$ cat src/rtl/imm_pkg.sv
// Shared definitions for the ID-stage immediate unit: format encodings and
// the supported datapath widths.
package imm_pkg;

    typedef enum logic [2:0] {
        IMM_I     = 3'b000,
        IMM_S     = 3'b001,
        IMM_B     = 3'b010,
        IMM_U     = 3'b011,
        IMM_J     = 3'b100,
        IMM_SHAMT = 3'b101,
        IMM_ZERO  = 3'b110,
        IMM_ZIMM  = 3'b111
    } imm_ctrl_e;

    localparam int IMM_XLEN_32 = 32;
    localparam int IMM_XLEN_64 = 64;

endpackage

$ cat src/rtl/imm_format.sv
// Combinational immediate formatter: extracts the immediate selected by
// imm_ctrl_ID from a 32-bit instruction and extends it to XLEN.
module imm_format
    import imm_pkg::*;
#(
    parameter int XLEN = IMM_XLEN_32
) (
    input  logic [31:0]     instruction,
    input  logic [2:0]      imm_ctrl_ID,
    output logic [XLEN-1:0] imm,
    output logic            shamt_err
);

    logic [31:0] raw;
    logic        sign_ext;
    logic        unused_opcode;

    assign unused_opcode = ^instruction[6:0];

    // raw is already sign-extended to 32 bits for signed formats; sign_ext
    // then decides how it is widened to XLEN on RV64.
    always_comb begin
        raw       = '0;
        sign_ext  = 1'b0;
        shamt_err = 1'b0;
        case (imm_ctrl_e'(imm_ctrl_ID))
            IMM_I: begin
                raw      = {{20{instruction[31]}}, instruction[31:20]};
                sign_ext = 1'b1;
            end
            IMM_S: begin
                raw      = {{20{instruction[31]}}, instruction[31:25], instruction[11:7]};
                sign_ext = 1'b1;
            end
            IMM_B: begin
                raw      = {{19{instruction[31]}}, instruction[31], instruction[7],
                            instruction[30:25], instruction[11:8], 1'b0};
                sign_ext = 1'b1;
            end
            IMM_U: begin
                raw      = {instruction[31:12], 12'b0};
                sign_ext = 1'b1;
            end
            IMM_J: begin
                raw      = {{11{instruction[31]}}, instruction[31], instruction[19:12],
                            instruction[20], instruction[30:21], 1'b0};
                sign_ext = 1'b1;
            end
            IMM_SHAMT: begin
                if (XLEN == IMM_XLEN_64) begin
                    raw = {26'b0, instruction[25:20]};
                end else begin
                    raw       = {27'b0, instruction[24:20]};
                    shamt_err = instruction[25];
                end
            end
            IMM_ZERO: raw = '0;
            IMM_ZIMM: raw = {27'b0, instruction[19:15]};
            default:  raw = '0;
        endcase
    end

    assign imm = sign_ext ? XLEN'($signed(raw)) : XLEN'(raw);

endmodule

$ cat src/rtl/imm_stage.sv
// ID-stage immediate unit: formats the immediate and registers it, with its
// tag and shamt legality flag, into a 2-entry valid/ready skid buffer toward EX.
module imm_stage
    import imm_pkg::*;
#(
    parameter int XLEN  = IMM_XLEN_32,
    parameter int TAG_W = 32
) (
    input  logic             clk,
    input  logic             rst,
    input  logic             flush,
    input  logic             in_valid,
    output logic             in_ready,
    input  logic [31:0]      instruction,
    input  logic [2:0]       imm_ctrl_ID,
    input  logic [TAG_W-1:0] tag_in,
    output logic             out_valid,
    input  logic             out_ready,
    output logic [XLEN-1:0]  imm_res_EX,
    output logic [TAG_W-1:0] tag_out,
    output logic             shamt_err_EX
);

    generate
        if (XLEN != IMM_XLEN_32 && XLEN != IMM_XLEN_64) begin : g_bad_xlen
            $error("imm_stage: XLEN must be 32 or 64");
        end
    endgenerate

    typedef struct packed {
        logic [XLEN-1:0]  imm;
        logic [TAG_W-1:0] tag;
        logic             shamt_err;
    } imm_entry_t;

    imm_entry_t new_entry;
    imm_entry_t m_data;
    imm_entry_t s_data;
    logic       m_valid;
    logic       s_valid;
    logic       in_fire;
    logic       out_fire;

    imm_format #(.XLEN(XLEN)) u_format (
        .instruction (instruction),
        .imm_ctrl_ID (imm_ctrl_ID),
        .imm         (new_entry.imm),
        .shamt_err   (new_entry.shamt_err)
    );

    assign new_entry.tag = tag_in;

    // in_ready depends only on the skid register, so out_ready never reaches it.
    assign in_ready = ~s_valid;
    assign in_fire  = in_valid & in_ready & ~flush;
    assign out_fire = m_valid & out_ready;

    // Occupancy: S is only ever filled while M is held by back-pressure.
    always_ff @(posedge clk or posedge rst) begin
        if (rst) begin
            m_valid <= 1'b0;
            s_valid <= 1'b0;
        end else if (flush) begin
            m_valid <= 1'b0;
            s_valid <= 1'b0;
        end else if (out_fire) begin
            m_valid <= s_valid | in_fire;
            s_valid <= 1'b0;
        end else if (in_fire) begin
            if (m_valid) begin
                s_valid <= 1'b1;
            end else begin
                m_valid <= 1'b1;
            end
        end
    end

    // Payload registers only move on an accept or an S-to-M promotion.
    always_ff @(posedge clk or posedge rst) begin
        if (rst) begin
            m_data <= '0;
            s_data <= '0;
        end else if (!flush) begin
            if (out_fire && s_valid) begin
                m_data <= s_data;
            end else if (in_fire && (out_fire || !m_valid)) begin
                m_data <= new_entry;
            end
            if (in_fire && m_valid && !out_fire) begin
                s_data <= new_entry;
            end
        end
    end

    assign out_valid    = m_valid;
    assign imm_res_EX   = m_data.imm;
    assign tag_out      = m_data.tag;
    assign shamt_err_EX = m_data.shamt_err;

endmodule

$ cat config.mk
export PLATFORM = sky130hd
export DESIGN_NAME = imm_stage
export DESIGN_NICKNAME = d
export VERILOG_FILES = /design/src/rtl/imm_pkg.sv /design/src/rtl/imm_format.sv /design/src/rtl/imm_stage.sv
export SDC_FILE = /design/constraint.sdc
export NUM_CORES = 1
export LEC_CHECK = 0
export CAP_MARGIN = 20
export CELL_PAD_IN_SITES_DETAIL_PLACEMENT = 0
export CELL_PAD_IN_SITES_GLOBAL_PLACEMENT = 1
export CORE_MARGIN = 2
export CORE_UTILIZATION = 42
export CTS_BUF_LIST = sky130_fd_sc_hd__clkbuf_8 sky130_fd_sc_hd__clkbuf_16
export DETAILED_ROUTE_END_ITERATION = 7
export GPL_ROUTABILITY_DRIVEN = 0
export GPL_TIMING_DRIVEN = 0
export PLACE_DENSITY = 0.79
export SYNTH_ARGS = -nofsm -noshare
export SYNTH_HDL_FRONTEND = slang
export SYNTH_HIERARCHICAL = 1
export SYNTH_SLANG_ARGS = --single-unit
export TNS_END_PERCENT = 30
$ cat constraint.sdc
create_clock -name clk -period 5.7 [get_ports clk]
set_input_delay 1.425 -clock clk [delete_from_list [all_inputs] [get_ports clk]]
set_output_delay 1.425 -clock clk [all_outputs]
set_load 0.02 [all_outputs]
Yosys cells after proc, flatten, opt, wreduce, memory -nomap -nowiden. Index checks and enable logic that the tools add are counted.

Register bits after elaboration: 132. Bits of input ports: 72. Output and inout bits: 67. Word-level logic and storage cells: 46.

Equality and inequality tests: 7. Mux-type cells: 11. Bitwise logic cells: 6. Reductions and logical operators: 14.

Operator list (number): $pmux W32 S8 (1); $mux W65 (2); $eq A3 B3 Y1 const B (4); $mux W1 (8); $eq A3 B2 Y1 const B (2); $reduce_and A2 Y1 (3); $reduce_bool A3 Y1 (2); $logic_and A1 B1 Y1 (4); $and A1 B1 Y1 (3); $eq A3 B1 Y1 const B (1); $logic_not A3 Y1 (1); $logic_not A1 Y1 (2); $not A1 Y1 (2); $reduce_bool A2 Y1 (1); $logic_or A1 B1 Y1 (1); $or A1 B1 Y1 (1).

Logic depth before layout (Yosys ltp). Gate-level depths: netlist (run 1).

Word-level depth: 6. Gate-level depth with buffers: 8. Gate-level depth less buffers: 5.

Cells and area by module. Netlist (run 1), hierarchy kept.

By module, submodules not included: imm_stage (times used 1, cells each 360, area an instance 5957.0 µm², seq. area each 3303.2 µm²); imm_format (times used 1, cells each 93, area an instance 636.9 µm², seq. area each 0.0 µm²).

Worst setup path after synthesis (run 1). Ideal clock, no wire load.

Path type: input-to-reg. From: in imm_ctrl_ID[0]. To: reg m_data, in the netlist imm_res_EX[20]. Library setup time: 0.125 ns. Arrival time: 2.706 ns. Data required time: 5.575 ns. Path slack: 2.869 ns. Cell stages on the path: 8. Buffers on the path: 3. Path through: buf_6 > and2_4 > buf_6 > nor2b_4 > buf_6 > a21o_1 > mux2_2 > mux2_2.

RTL lines: from (decl) (line imm_stage.sv:15) `input logic [2:0] imm_ctrl_ID,`; to (signal assigned) (line imm_stage.sv:85) `m_data <= s_data;`; to (signal assigned) (line imm_stage.sv:87) `m_data <= new_entry;`; to (decl) (line imm_stage.sv:37) `imm_entry_t m_data;`.

==> impl.org, run 1 <==
** Clock network
- Root buffer selected by CTS :: clkbuf_16
- CTS saw 132 sinks.
- The clock passes through at most 2 buffers.
- Once the clock tree was built, the setup fixing pass inserted 0 buffers.
- Post-cts resize count :: 0
- Clock slew seen by the registers of the worst setup and hold paths :: 0.06 ns
- The clock reaches the later pin of the worst-skew pair after 0.41 ns.
- Deepest level of the CTS H-tree :: 4
- Hold repair after CTS inserted 0 buffers.
- Counting the buffers created by CTS gives 17.
- TritonCTS built the clock tree.

** Timing
- Number of setup violations in the final report :: 0
- Highest clock frequency the design can meet :: 0.3332 GHz
- Setup repair after global routing missed its margin :: no
- Largest clock skew in the final design :: 0.004729 ns
- Dividing the final minimum period by the clock period gives 0.5265.
- The worst path needs 3.001 ns of the cycle, external delays included.
- Hold timing on the final database bottoms out at a slack of 0.5000 ns.
- Post-route worst setup slack :: 2.699 ns
- Final sum of negative setup slack :: 0 ns
- For the pin with the worst max-slew slack, the measured transition is 0.6009 ns.
- The number of max-slew violations in the final report came to 0.
- The final number of hold-violating endpoints came to 0.
- In this run the tightest slew margin relative to its limit is 0.5994.

** Routing
- The routed design has 14170 µm of wire.
- Detailed Route Iter0 Violations :: 137
- Residual DRC :: 0
- Mean number of vias per cell :: 5.013
- The routed layout has 4136 vias.
- DRT Pass-1 Iters :: 6
- Routed WL per cell :: 17.17 µm
- Number of nets with antenna violations after detailed routing :: 0

** Power
- Dividing total power by cell area gives a power density of 354.5 nW/µm².
- Power comes to 0.003107 W.
- Leakage power figure :: 3.995 nW
- VDD sags by at most 0.2039 mV.

** Setup path
- Crit path capture type :: flop
- Crit path largest cell delay :: 0.60 ns
- Slowest cell on the critical path :: clkdlybuf4s50_1
- Critical path class :: in2reg
- STA puts the critical path data required time at 5.99 ns.
- For the worst flop-to-flop path, the logic depth is 5.
- Arrival time reported for the critical path endpoint :: 3.29 ns
- Together, buffers and inverters on the worst path number 2.
- The worst register-to-register path ends at s_data[37].
- Cell class contributing the biggest share of worst-path delay :: buffers and inverters
- The worst register-to-register path begins at s_valid.
- CP startpoint kind :: input pin
- The signal on the critical path passes through clkdlybuf4s50_1, buf_2, nor4b_1, a31oi_1, o21ai_0, mux2_4, mux2_2.
- Of all nets on the critical path, the largest fanout is 10.
- The worst register-to-register path has a setup slack of 3.76 ns.

** Floorplan
- The floorplan step defined a core boundary enclosing 15260 µm².
- Die Y :: 129.3 µm
- Starting utilization of the core area :: 0.4321
- For this design the top-level I/O count stands at 139.
- X dimension of the die :: 129.3 µm
- In this run the core area contains 45 standard-cell rows.
- Full die area :: 16720 µm²

** Cells and area
- The number of antenna diodes in the final layout is 0.
- Fill cells in the final layout number 1214.
- The top cell types in the final layout, fill and taps aside, are mux2_2, dfrtp_1, clkdlybuf4s50_1, mux2_4, a21oi_1.
- Multi-input combinational cell area :: 2994 µm²
- Layout cells sized above 1 :: 0.4316
- Area occupied by registers :: 3303 µm²
- The library cell used most frequently in the layout, excluding fill and tap cells, is mux2_2.
- At the end of the flow the core is filled with cells to 0.5745.
- For this run, the post-layout net count is 674.
- Relative to the synthesized area, the layout overhead comes to 32.94%.

** Synth
- Most common flop cell mapped by yosys :: dfrtp_1
- In this run, synthesis produced a sequential element count of 132.
- In the synthesized netlist the async set-or-reset flop fraction comes to 1.000.
- Of the synthesized area, sequential elements account for 0.5009.
- The average instance in the mapped netlist occupies 14.56 µm².
- The Yosys step of the flow raised 6 warnings.
- Number of distinct library cell variants in the gate-level netlist after synthesis :: 33
- EDFF count, synth :: 0
- In this run the cell area of the synthesized design comes to 6594 µm².
- Post-Synthesis Net Count :: 525
- In the synthesized netlist, the number of instances is 453.

** Min path
- Counting instances, the worst hold path has a depth of 1.
- Type of the most critical hold path :: reg2reg
- The worst hold path terminates at s_data[60].
- Hold Startpoint :: s_data[60]

** Global route
- GRT Overall Usage :: 0.1764
- The total overflow left after global routing is 0.
- The via count of the first global-routing pass is 4317.
- The first global-routing pass estimated 22660 µm of wire.
- Entering global routing, the biggest net connects 69 pins.
- Number of antenna violations at the first check in global routing :: 0

** Placement
- Post-Place Worst Slack :: 2.296 ns
- Summed over all nets, the half-perimeter wirelength after detailed placement is 10250 µm.
- IO Port Bufs :: 129

** Job
- Max-cap violations :: 0

** Outcome
- The run finished with clean final reports.
## power by group
part | switching (W) | internal [W] | total [W]
clock network | 0.000409 | 0.000665 | 0.00107
registers | 0.000110 | 0.00116 | 0.00127
logic | 0.000320 | 0.000447 | 0.000768
## layout make-up
class / instances / area share
inverter: 3 / 0.001856
tap: 211 / 0.03012
clock buffer: 19 / 0.05167
buffer: 34 / 0.03254
clock inverter: 12 / 0.01499
multi-input combinational: 284 / 0.3416
sequential: 132 / 0.3768
timing repair buffer: 130 / 0.1504
## worst max-delay path by stage
| stage | start | to | slack [ns] | cells past startpoint |
|---|---|---|---|---|
| after floorplan | rst | imm_res_EX[0] | 0.75 | 1 |
| after global placement | rst | imm_res_EX[16] | -1.04 | 2 |
| after detailed placement | imm_ctrl_ID[2] | imm_res_EX[20] | 2.30 | 7 |
| after CTS | out_valid | out_valid | 2.72 | 1 |
| after global routing | in_valid | s_data[5] | 2.63 | 6 |
| final | imm_ctrl_ID[2] | imm_res_EX[0] | 2.70 | 7 |
## metrics by stage
| stage | area, µm² | cells |
|---|---|---|
| final | 8766 | 825 |
| after global routing | 8766 | 825 |
| after CTS | 8766 | 825 |
| after detailed placement | 8182 | 794 |
| after global placement | 8149 | 793 |
| after floorplan | 6594 | 453 |
## registers in the layout (all words and copies together) (netlist names)
register	flops
imm_res_EX	32
out_valid	1
s_data	65
s_valid	1
shamt_err_EX	1
tag_out	32
## metal layers
layer | GRT usage | part of all wire | vias to the layer above
met3 | 0.03592 | 0.032 | 21
met5 | 0 | 0 | -
li1 | - | - | 1940
met4 | 0.07609 | 0.026 | 0
met1 | 0.2276 | 0.45 | 2090
met2 | 0.2895 | 0.49 | 85
## logic make-up after synthesis
kind of cell,synth area share
fa+ha+maj,0.001708
compound gates,0.05180
buf+inv,0.04497
simple gates,0.03472
mux,0.3645
flops,0.5009
xor+xnor,0.001329
## synth_stat cells, types with 2 or more instances
library cell    n  area, µm²
buf_4           7      52.55
nand2_1         2      7.510
a21oi_1        18      90.09
mux2i_1         2      20.02
nand2b_1        5      31.28
buf_2           9      45.04
a21o_1         11      82.58
a21boi_0        4      30.03
clkbuf_1        2      7.510
inv_1           3      11.26
and2b_1         6      45.04
nor2b_1         4      25.02
buf_6          16      180.2
o22ai_1         8      50.05
nand3_1         5      25.02
dfrtp_1       132       3303
mux2_2        145       1633
o21ai_0         4      20.02
nor2b_4         2      27.53
nor2_1          3      11.26
a221o_1         4      40.04
mux2_4         50      750.7
Note: power is estimated with default switching activity, not from simulation.
==> run 2, diff against run 1 <==
--- a/config.mk
+++ b/config.mk
@@ -9,12 +9,12 @@
 export CELL_PAD_IN_SITES_DETAIL_PLACEMENT = 0
 export CELL_PAD_IN_SITES_GLOBAL_PLACEMENT = 1
 export CORE_MARGIN = 2
-export CORE_UTILIZATION = 42
+export CORE_UTILIZATION = 38
 export CTS_BUF_LIST = sky130_fd_sc_hd__clkbuf_8 sky130_fd_sc_hd__clkbuf_16
 export DETAILED_ROUTE_END_ITERATION = 7
 export GPL_ROUTABILITY_DRIVEN = 0
 export GPL_TIMING_DRIVEN = 0
-export PLACE_DENSITY = 0.79
+export PLACE_DENSITY = 0.76
 export SYNTH_ARGS = -nofsm -noshare
 export SYNTH_HDL_FRONTEND = slang
 export SYNTH_HIERARCHICAL = 1
==> constraint.sdc (replaced) <==
create_clock -name clk -period 2.75 [get_ports clk]
set_input_delay 0.6875 -clock clk [delete_from_list [all_inputs] [get_ports clk]]
set_output_delay 0.6875 -clock clk [all_outputs]
set_load 0.02 [all_outputs]
==> run 2 against run 1 <==
  * Global-route usage is 1.2 points lower
  * Via count is 0.24% higher
  * Non-clock buffer count is 2 higher
  * Sequential share of layout area is 0.45 points lower
  * Total power is 110% higher
  * Cell count is 2.1% higher
  * Die area is 10% higher
==> impl.org, run 2 (same netlist as run 1, synthesis figures left out) <==
** Floorplan
- X dimension of the die :: 135.7 µm
- Pin placement for this block handled 139 I/O pins.
- In this run the vertical extent of the chip is 135.7 µm.
- After floorplanning, the core was divided into 48 placement rows.
- Floorplan Core Area :: 17120 µm²
- The initial utilization of the core area, before any placement, comes to 0.3852.
- The die covers 18420 µm².

** Power
- Total power per unit cell area :: 750.0 nW/µm²
- The design draws 0.006653 W.
- Summed over all cells, the static leakage comes to 4.019 nW.
- The worst-case IR drop observed on VDD is 0.4305 mV.

** Clock network
- CTS placed an instance of clkbuf_16 at the clock tree root.
- Buffers inserted during post-CTS setup optimization :: 0
- The clock reaches the later pin of the worst-skew pair after 0.41 ns.
- Count of clock tree sinks :: 132
- TritonCTS clock tree :: yes
- Maximum buffer depth of the clock tree :: 2
- After clock tree synthesis, the flow added hold-fix buffers numbering 0.
- Post-cts resize count :: 0
- Clock buffer count from CTS :: 17
- Clock slew seen by the registers of the worst setup and hold paths :: 0.06 ns
- Deepest level of the CTS H-tree :: 4

** Setup path
- STA classifies the critical path startpoint as an input pin.
- For the worst setup path, the data arrival time is 2.55 ns.
- Data on the critical path is required at its endpoint by 3.04 ns.
- In this run the worst path has a maximum fanout of 10.
- Crit path capture type :: flop
- Critical path class :: in2reg

** Timing
- The clock period could shrink to 2.255 ns.
- In the post-route analysis, the smallest setup slack over all paths is 0.4954 ns.
- Final-report hold violation count :: 0
- Setup repair after global routing left no endpoint under its margin.
- Of the available clock period, the critical path in the final layout requires 0.8199.
- Max-slew headroom :: 0.4910
- Setup violations remaining at the end of the flow were counted as 0.
- Derived from the worst setup path, the maximum achievable clock frequency is 0.4435 GHz.
- Largest clock skew in the final design :: 0.005498 ns
- At the pin with the least slew margin, the transition time is 0.7619 ns.
- The number of max-slew violations in the final report came to 0.

** Routing
- The detail route stage leaves a number of antenna-violating nets equal to 0.
- For this run, design rule violations remaining after detail routing come to 0.
- For this block, the routed nets add up to 14580 µm of wire.
- Using the TritonRoute via totals, the vias-per-cell ratio works out to 4.924.
- The first TritonRoute pass finished after 4 iterations.
- Total via count in the routed design :: 4146
- For this block, the initial DRC count from the detailed router was 157.
- Dividing the detail-routed wire length by the instance count gives 17.31 µm.

** Global route
- For this run, global-route usage on met1 was measured as 0.2045.
- Met2 routing resource usage after global routing :: 0.2800
- Largest net degree at the start of global routing :: 37
- The first global-routing pass estimated 23090 µm of wire.
- Global routing's busiest layer :: met2
- Vias in the first global route :: 4438
- For met3 alone, demand over resource in global routing was 0.03105.
- Summed over all layers, the global routing overflow is 0.
- Number of antenna violations at the first check in global routing :: 0
- GRT Overall Usage :: 0.1646

** Outcome
- Run status :: complete, no violations

** Cells and area
- The register with the most flip-flops in the layout has 65 of them.
- Largest Register :: s_data
- Leaving out fill and tap cells, the most frequent cells in the layout are mux2_2, dfrtp_1, clkdlybuf4s50_1, mux2_4, a21oi_1.
- Relative to the synthesized area, the layout overhead comes to 34.54%.
- 0 antenna diodes ended up in the layout.
- The library cell used most frequently in the layout, excluding fill and tap cells, is mux2_2.
- Layout cells sized above 1 :: 0.4360
- Number of nets in the layout :: 676

** Job
- Max-cap violations :: 0

** Placement
- Detailed placement ended at an HPWL of 10950 µm.
- OpenSTA, run right after detailed placement, puts the worst setup slack at 0.06898 ns.
- IO Port Bufs :: 129

** Min path
- Type of the most critical hold path :: reg2reg
-- run 2: cell count changes in the layout (fill, tap and decap cells not counted) --
cell        before  now
clkinvlp_4       3    6
clkinv_2         2    0
clkbuf_8         2    1
inv_1            3    2
bufinv_16        2    4
buf_16           1    0
buf_12           0    3
-- run 2: worst paths after layout --
check,depth (start not counted),slack (ns),start,end
min in group asynchronous,2,0.75,rst,tag_out[18]
max,6,0.50,imm_ctrl_ID[2],imm_res_EX[1]
min,1,0.50,s_data[27],s_data[27]
max reg2reg,5,0.82,s_valid,s_data[7]
max in group asynchronous,4,1.13,rst,imm_res_EX[5]
min reg2reg,1,0.50,s_data[27],s_data[27]
-- run 2: power by group --
part	switching [W]	total, W	internal (W)
registers	0.000229	0.00263	0.00240
logic	0.000668	0.00160	0.000932
clock network	0.000876	0.00243	0.00155
-- run 2: critical path, cell delays in order --
cell and delay [ns]:
clkdlybuf4s50_1 0.62, buf_2 0.25, nor2_1 0.11, a221o_1 0.35, mux2_4 0.27, mux2_2 0.26
-- run 2: cell type report --
class / instances / area, µm²
buffer: 34 / 285.3
clock buffer: 18 / 439.2
clock inverter: 14 / 201.4
fill: 1473 / 8245
inverter: 3 / 15.01
multi-input combinational: 284 / 2994
sequential: 132 / 3303
tap: 225 / 281.5
timing repair buffer: 132 / 1351
-- run 2: per-stage QoR --
stage / setup TNS, ns / utilization / instance area (µm²) / instances / hold WS (ns)
3_3_place_gp: -97.25 / 0.4773 / 8170 / 807 / 0.4859
5_1_grt: 0 / 0.5183 / 8871 / 842 / 0.5208
3_5_place_dp: 0 / 0.4808 / 8230 / 810 / 0.4944
4_1_cts: 0 / 0.5183 / 8871 / 842 / 0.5076
6_report: 0 / 0.5183 / 8871 / 842 / 0.5034
2_1_floorplan: 0 / - / 6598 / 453 / 0.4766
-- run 2: per-layer routing --
metal	routed length (µm)	up-vias	share of wire
met3	498	21	0.034
met1	6312	2086	0.43
met2	7442	91	0.51
li1	-	1948	-
met5	0	-	0
met4	323	0	0.022
